--- src/rtl/lifo_reverser_pkg.sv ---
// Shared constants and FSM encoding for the LIFO frame reverser.
package lifo_reverser_pkg;

    localparam int DEFAULT_DATA_BITS    = 8;
    localparam int DEFAULT_ADDRESS_BITS = 4;

    // FILL accepts input beats, DRAIN emits them in reverse order.
    typedef enum logic {
        FILL  = 1'b0,
        DRAIN = 1'b1
    } state_t;

endpackage

--- src/rtl/lifo_reverser_if.sv ---
// Streaming handshake bundle: producer side (in_*) and consumer side (out_*).
// master = the environment driving beats in and accepting beats out;
// slave  = the reverser itself.
interface lifo_reverser_if
    import lifo_reverser_pkg::*;
#(
    parameter int DATA_BITS = DEFAULT_DATA_BITS
);

    logic                 in_valid;
    logic [DATA_BITS-1:0] in_data;
    logic                 in_last;
    logic                 in_ready;
    logic                 out_valid;
    logic [DATA_BITS-1:0] out_data;
    logic                 out_last;
    logic                 out_ready;

    modport master (
        output in_valid,
        output in_data,
        output in_last,
        input  in_ready,
        input  out_valid,
        input  out_data,
        input  out_last,
        output out_ready
    );

    modport slave (
        input  in_valid,
        input  in_data,
        input  in_last,
        output in_ready,
        output out_valid,
        output out_data,
        output out_last,
        input  out_ready
    );

endinterface

--- src/rtl/lifo_store.sv ---
// Stack storage for one frame: push writes at the stack pointer, pop moves it
// back, and the top entry is read combinationally from the registered pointer.
module lifo_store
    import lifo_reverser_pkg::*;
#(
    parameter int DATA_BITS    = DEFAULT_DATA_BITS,
    parameter int ADDRESS_BITS = DEFAULT_ADDRESS_BITS
) (
    input  logic                  clk,
    input  logic                  reset,
    input  logic                  push_i,
    input  logic [DATA_BITS-1:0]  push_data_i,
    input  logic                  pop_i,
    output logic [DATA_BITS-1:0]  top_data_o,
    output logic [ADDRESS_BITS:0] count_o
);

    localparam int DEPTH = 2 ** ADDRESS_BITS;
    localparam logic [ADDRESS_BITS:0]   CNT_ONE = (ADDRESS_BITS + 1)'(1);
    localparam logic [ADDRESS_BITS-1:0] IDX_ONE = ADDRESS_BITS'(1);

    logic [DATA_BITS-1:0]    mem_q [DEPTH];
    logic [ADDRESS_BITS:0]   sp_q;
    logic [ADDRESS_BITS:0]   sp_d;
    logic [ADDRESS_BITS-1:0] rd_idx;

    // Pointer next-state: push and pop are mutually exclusive at the caller.
    always_comb begin
        sp_d = sp_q;
        if (push_i) begin
            sp_d = sp_q + CNT_ONE;
        end else if (pop_i) begin
            sp_d = sp_q - CNT_ONE;
        end
    end

    // Stack pointer doubles as the occupancy count.
    always_ff @(posedge clk or posedge reset) begin
        if (reset) begin
            sp_q <= '0;
        end else begin
            sp_q <= sp_d;
        end
    end

    // Storage is deliberately not reset; it is unobservable while empty.
    always_ff @(posedge clk) begin
        if (push_i) begin
            mem_q[sp_q[ADDRESS_BITS-1:0]] <= push_data_i;
        end
    end

    // Top of stack is entry sp-1; the low-bit wrap maps a full pointer to DEPTH-1.
    assign rd_idx     = sp_q[ADDRESS_BITS-1:0] - IDX_ONE;
    assign top_data_o = mem_q[rd_idx];
    assign count_o    = sp_q;

endmodule

--- src/rtl/lifo_reverser.sv ---
// Frame reverser: collects a frame (up to 2**ADDRESS_BITS beats) in FILL, then
// replays it last-beat-first in DRAIN. Over-long frames are cut at full depth
// with a one-cycle overflow pulse; the remainder starts a new frame.
module lifo_reverser
    import lifo_reverser_pkg::*;
#(
    parameter int DATA_BITS    = DEFAULT_DATA_BITS,
    parameter int ADDRESS_BITS = DEFAULT_ADDRESS_BITS
) (
    input  logic                  clk,
    input  logic                  reset,
    lifo_reverser_if.slave        bus,
    output logic                  overflow,
    output logic [7:0]            frame_count
);

    localparam int DEPTH = 2 ** ADDRESS_BITS;
    localparam logic [ADDRESS_BITS:0] CNT_ONE       = (ADDRESS_BITS + 1)'(1);
    localparam logic [ADDRESS_BITS:0] CNT_NEAR_FULL = (ADDRESS_BITS + 1)'(DEPTH - 1);

    state_t                state_q;
    logic                  overflow_q;
    logic [7:0]            frame_count_q;
    logic [ADDRESS_BITS:0] count;
    logic                  push;
    logic                  pop;
    logic                  last_out;

    // Handshake outputs derive only from registered state (and reset for in_ready).
    assign bus.in_ready  = (state_q == FILL) && !reset;
    assign bus.out_valid = (state_q == DRAIN);
    assign last_out      = (state_q == DRAIN) && (count == CNT_ONE);
    assign bus.out_last  = last_out;

    assign push = bus.in_valid && bus.in_ready;
    assign pop  = bus.out_valid && bus.out_ready;

    lifo_store #(
        .DATA_BITS    (DATA_BITS),
        .ADDRESS_BITS (ADDRESS_BITS)
    ) u_store (
        .clk         (clk),
        .reset       (reset),
        .push_i      (push),
        .push_data_i (bus.in_data),
        .pop_i       (pop),
        .top_data_o  (bus.out_data),
        .count_o     (count)
    );

    // FSM with registered overflow pulse and completed-frame counter.
    always_ff @(posedge clk or posedge reset) begin
        if (reset) begin
            state_q       <= FILL;
            overflow_q    <= 1'b0;
            frame_count_q <= '0;
        end else begin
            overflow_q <= 1'b0;
            case (state_q)
                FILL: begin
                    if (push) begin
                        if (bus.in_last) begin
                            state_q <= DRAIN;
                        end else if (count == CNT_NEAR_FULL) begin
                            state_q    <= DRAIN;
                            overflow_q <= 1'b1;
                        end
                    end
                end
                DRAIN: begin
                    if (pop && last_out) begin
                        state_q       <= FILL;
                        frame_count_q <= frame_count_q + 8'd1;
                    end
                end
                default: state_q <= FILL;
            endcase
        end
    end

    assign overflow    = overflow_q;
    assign frame_count = frame_count_q;

endmodule

--- src/flat_wrapper.sv ---
// flat-port wrapper written by rule: the top's interface ports become plain ports
module lifo_reverser_flat import lifo_reverser_pkg::*;
#(
    parameter int DATA_BITS    = DEFAULT_DATA_BITS,
    parameter int ADDRESS_BITS = DEFAULT_ADDRESS_BITS
)
  (clk, reset, overflow, frame_count, bus_in_valid, bus_in_data, bus_in_last, bus_in_ready, bus_out_valid, bus_out_data, bus_out_last, bus_out_ready);
  lifo_reverser_if #(.DATA_BITS(DATA_BITS)) bus_i ();
  input  logic clk;
  input  logic reset;
  output logic overflow;
  output logic [7:0] frame_count;
  input wire logic [$bits(bus_i.in_valid)-1:0] bus_in_valid;
  input wire logic [$bits(bus_i.in_data)-1:0] bus_in_data;
  input wire logic [$bits(bus_i.in_last)-1:0] bus_in_last;
  output wire logic [$bits(bus_i.in_ready)-1:0] bus_in_ready;
  output wire logic [$bits(bus_i.out_valid)-1:0] bus_out_valid;
  output wire logic [$bits(bus_i.out_data)-1:0] bus_out_data;
  output wire logic [$bits(bus_i.out_last)-1:0] bus_out_last;
  input wire logic [$bits(bus_i.out_ready)-1:0] bus_out_ready;
  assign bus_i.in_valid = bus_in_valid;
  assign bus_i.in_data = bus_in_data;
  assign bus_i.in_last = bus_in_last;
  assign bus_in_ready = bus_i.in_ready;
  assign bus_out_valid = bus_i.out_valid;
  assign bus_out_data = bus_i.out_data;
  assign bus_out_last = bus_i.out_last;
  assign bus_i.out_ready = bus_out_ready;
  lifo_reverser #(.DATA_BITS(DATA_BITS), .ADDRESS_BITS(ADDRESS_BITS)) u_core (.clk(clk), .reset(reset), .bus(bus_i), .overflow(overflow), .frame_count(frame_count));
endmodule
--- config.mk ---
export PLATFORM = sky130hd
export DESIGN_NAME = lifo_reverser_flat
export DESIGN_NICKNAME = d
export VERILOG_FILES = /design/src/rtl/lifo_reverser_pkg.sv /design/src/rtl/lifo_reverser_if.sv /design/src/rtl/lifo_store.sv /design/src/rtl/lifo_reverser.sv /design/src/flat_wrapper.sv
export SDC_FILE = /design/constraint.sdc
export NUM_CORES = 1
export LEC_CHECK = 0
export BUFFER_PORTS_ARGS = -buffer_cell sky130_fd_sc_hd__buf_2
export CORE_MARGIN = 5
export CORE_UTILIZATION = 55
export DETAILED_ROUTE_END_ITERATION = 12
export HOLD_SLACK_MARGIN = 0.15
export PLACE_DENSITY = 0.73
export SLEW_MARGIN = 15
export SYNTH_ARGS = -nofsm -noshare
export SYNTH_HDL_FRONTEND = slang
export SYNTH_SLANG_ARGS = --single-unit
--- constraint.sdc ---
create_clock -name clk -period 2.85 [get_ports clk]
set_input_delay 0.1425 -clock clk [delete_from_list [all_inputs] [get_ports clk]]
set_output_delay 0.1425 -clock clk [all_outputs]
set_load 0.005 [all_outputs]
==> flow_summary.json <==
{
  "outcome": "completed",
  "crit_start": "u_core.u_store.count_o[1]$_DFFE_PP0P_",
  "final_cell_mix": "edfxtp_1 (128), buf_2 (32), mux4_2 (23), buf_4 (20)",
  "end_kind": "primary output",
  "pwr-share-seq_pct": 34.8,
  "fin_skew_ns": 0.00605,
  "n_antenna_cell": 0,
  "root_buffer": "clkbuf_8",
  "critPathKind": "reg -> out",
  "die_w_um": 113,
  "p_leak_uw": 0.00248,
  "critPathMaxFanout": 19,
  "finalSetupViolations": 0,
  "drcViolationCount": 0,
  "synth-seq-area-share_pct": 71.9,
  "clock_sinks": 143,
  "track_usage_pct": 19.9,
  "ios": 33,
  "regArea_um2": 4220,
  "vias_per_cell": 5.66,
  "hp-class": "in -> async",
  "power.total_uw": 7200,
  "swShare_pct": 31.4,
  "hpwlAfterDp_um": 6960,
  "rsz0062_at_grt": "no",
  "clockBufferDepth": 2,
  "area_delta_synth_final_pct": 19.3,
  "grt_pass1_vias": 3205,
  "numCtsBuffers": 17,
  "layout_commonest_cell": "edfxtp_1",
  "overflow": 0,
  "final.setup.tns_ns": 0,
  "arrival_ns": 2.52,
  "avgSynthCellArea_um2": 19.1,
  "core_area_um2": 10400,
  "ys_ff_latch": 143,
  "antenna_found_initial": 0,
  "tritoncts": "yes",
  "power.internal_uw": 4940,
  "post_cts_buffers": 0,
  "worstMarginPinSlew_ns": 0.594,
  "place.gp.congestion": 0.816,
  "clock_power_share_pct": 30.0,
  "wl_per_cell_um": 21.7,
  "rr_startpoint": "u_core.u_store.count_o[0]$_DFFE_PP0P_",
  "ant_nets": 0,
  "period_share_pct": 93.4,
  "yosysUniqueCellTypes": 40,
  "synthCells": 307,
  "finalHoldViolCount": 0,
  "syn-num-nets": 327,
  "switchingPower_uw": 2260,
  "fin_crit_ns": 2.66,
  "synthesis.area_um2": 5870,
  "io_buffers": 32,
  "layout-drive-gt1-share_pct": 29.9,
  "num-fill-cells": 688,
  "first_iter_violations": 213,
  "final_max_slew_viol_count": 0,
  "cts.clk_slew.worst_paths_ns": 0.06,
  "insertion_delay_ns": 0.52,
  "die_y_um": 113,
  "peakVddDrop_v": 0.000659,
  "maxCapViolations": 0,
  "multi_input_area_um2": 1530,
  "max_freq_mhz": 376,
  "comb_power_share_pct": 35.2,
  "cp-start-kind": "register",
  "relSlewSlack_pct": 60.4,
  "first_pass_iters": 4,
  "whs_ns": 0.251,
  "nNetsFinal": 399,
  "required_ns": 2.71,
  "start_util_pct": 56.6,
  "pwr_density_cell_nw_per_um2": 1030,
  "vias": 2984,
  "yosysWarnings": 0,
  "grt_max_degree": 39,
  "wirelength_um": 11400,
  "grt_pass1_wl_um": 18500,
  "cts_max_level": 4,
  "die_area_um2": 12800,
  "rows": 37
}
-- cell usage after synthesis --
cell / n / area, um^2
o211ai_1: 2 / 15.0
xor2_2: 1 / 16.3
mux4_1: 9 / 236
mux2i_1: 8 / 80.1
mux2_2: 1 / 11.3
ha_1: 7 / 87.6
nor3_1: 6 / 30.0
and4_1: 1 / 8.76
buf_4: 5 / 37.5
nor3b_1: 1 / 7.51
nor2_2: 1 / 6.26
a21oi_1: 10 / 50.1
a41oi_1: 1 / 8.76
nand3_1: 1 / 5.00
nor3b_2: 1 / 12.5
xor2_1: 4 / 35.0
and3_1: 1 / 6.26
clkbuf_1: 1 / 3.75
inv_1: 5 / 18.8
or3_1: 1 / 6.26
o21ai_0: 4 / 20.0
xnor2_1: 6 / 52.6
mux4_2: 23 / 518
buf_6: 3 / 33.8
buf_12: 1 / 20.0
edfxtp_1: 128 / 3840
nor4_1: 1 / 6.26
buf_2: 5 / 25.0
nand2_1: 16 / 60.1
dfrtp_1: 15 / 375
nand4_1: 1 / 6.26
nor2_1: 14 / 52.6
a211oi_2: 2 / 25.0
a211oi_1: 6 / 45.0
nand2b_1: 2 / 12.5
o32a_1: 1 / 10.0
nor2b_1: 9 / 56.3
a32oi_1: 1 / 8.76
and4b_1: 1 / 10.0
and2_1: 1 / 6.26
-- logic make-up after synthesis --
group | after synthesis | share of synthesized area [%]
DFF | 143 | 71.9
and+or+nand+nor | 58 | 4.99
muxes | 41 | 14.4
AOI/OAI and AO/OA | 27 | 3.11
buffers and inverters | 20 | 2.37
xor gates and xnor gates | 11 | 1.77
adders and majority gates | 7 | 1.49
-- cell type report --
cell class / count / share of cell area, %
inverter: 5 / 0.268
sequential: 143 / 60.3
timing repair buffer: 68 / 6.93
multi-input combinational: 144 / 21.8
clock buffer: 17 / 5.91
clock inverter: 14 / 2.41
tap: 136 / 2.43
-- worst paths after layout --
| path | to | depth (start not counted) | slack [ns] |
|---|---|---|---|
| min reg2reg | u_core.frame_count[7]$_DFFE_PP0P_ | 1 | 0.47 |
| max in group asynchronous | u_core.u_store.count_o[0]$_DFFE_PP0P_ | 3 | 2.17 |
| min | u_core.overflow$_DFF_PP0_ | 3 | 0.25 |
| min in group clk | u_core.bus.out_valid$_DFF_PP0_ | 4 | 0.41 |
| max | bus_out_data[5] | 8 | 0.19 |
| max reg2reg | u_core.overflow$_DFF_PP0_ | 6 | 0.67 |
-- metal layers --
layer	global-route usage (%)	share of wire, %	vias to the layer above
met5	0	0	-
met4	5.61	1.1	0
met3	6.58	5.3	11
met2	31.5	51	81
met1	26.7	43	1516
li1	-	-	1376
-- stage by stage --
step | cells | util, % | setup slack [ns] | area [um^2]
2_1_floorplan | 307 | - | 0.580 | 5870
3_3_place_gp | 483 | 60.4 | 0.524 | 6270
3_5_place_dp | 483 | 60.4 | 0.526 | 6270
4_1_cts | 527 | 67.4 | 0.00673 | 6990
5_1_grt | 527 | 67.5 | 0.0122 | 7000
6_report | 527 | 67.5 | 0.188 | 7000
-- sequential cells by signal, indices dropped and copies added, names as in the netlist --
signal                  cells
u_core.bus.out_valid        1
u_core.u_store.mem_q      128
u_core.overflow             1
u_core.u_store.count_o      5
u_core.frame_count          8
-- power by group through the flow --
stage                     Sequential [uW]  Clock (uW)  Combinational [uW]
after floorplan                      2480           0                1860
after global placement               2530           0                2470
final                                2510        2160                2540
after detailed placement             2540           0                2490
after CTS                            2500        2180                2540
after global routing                 2520        2300                2760
-- repair_timing --
action,CTS,global route
hold buffers,13,0
endpoints found under the setup margin,6,6
gates resized for setup,2,4
hold endpoints to repair,149,0
-- worst max-delay path, cell delays in order (launching register included) --
cell     delay, ns
dfrtp_2       0.45
inv_1         0.13
ha_4          0.18
xor2_2        0.13
buf_6         0.23
mux4_2        0.33
mux2i_1       0.24
a21oi_1       0.14
buf_2         0.15
Note: power is estimated with default switching activity, not from simulation.
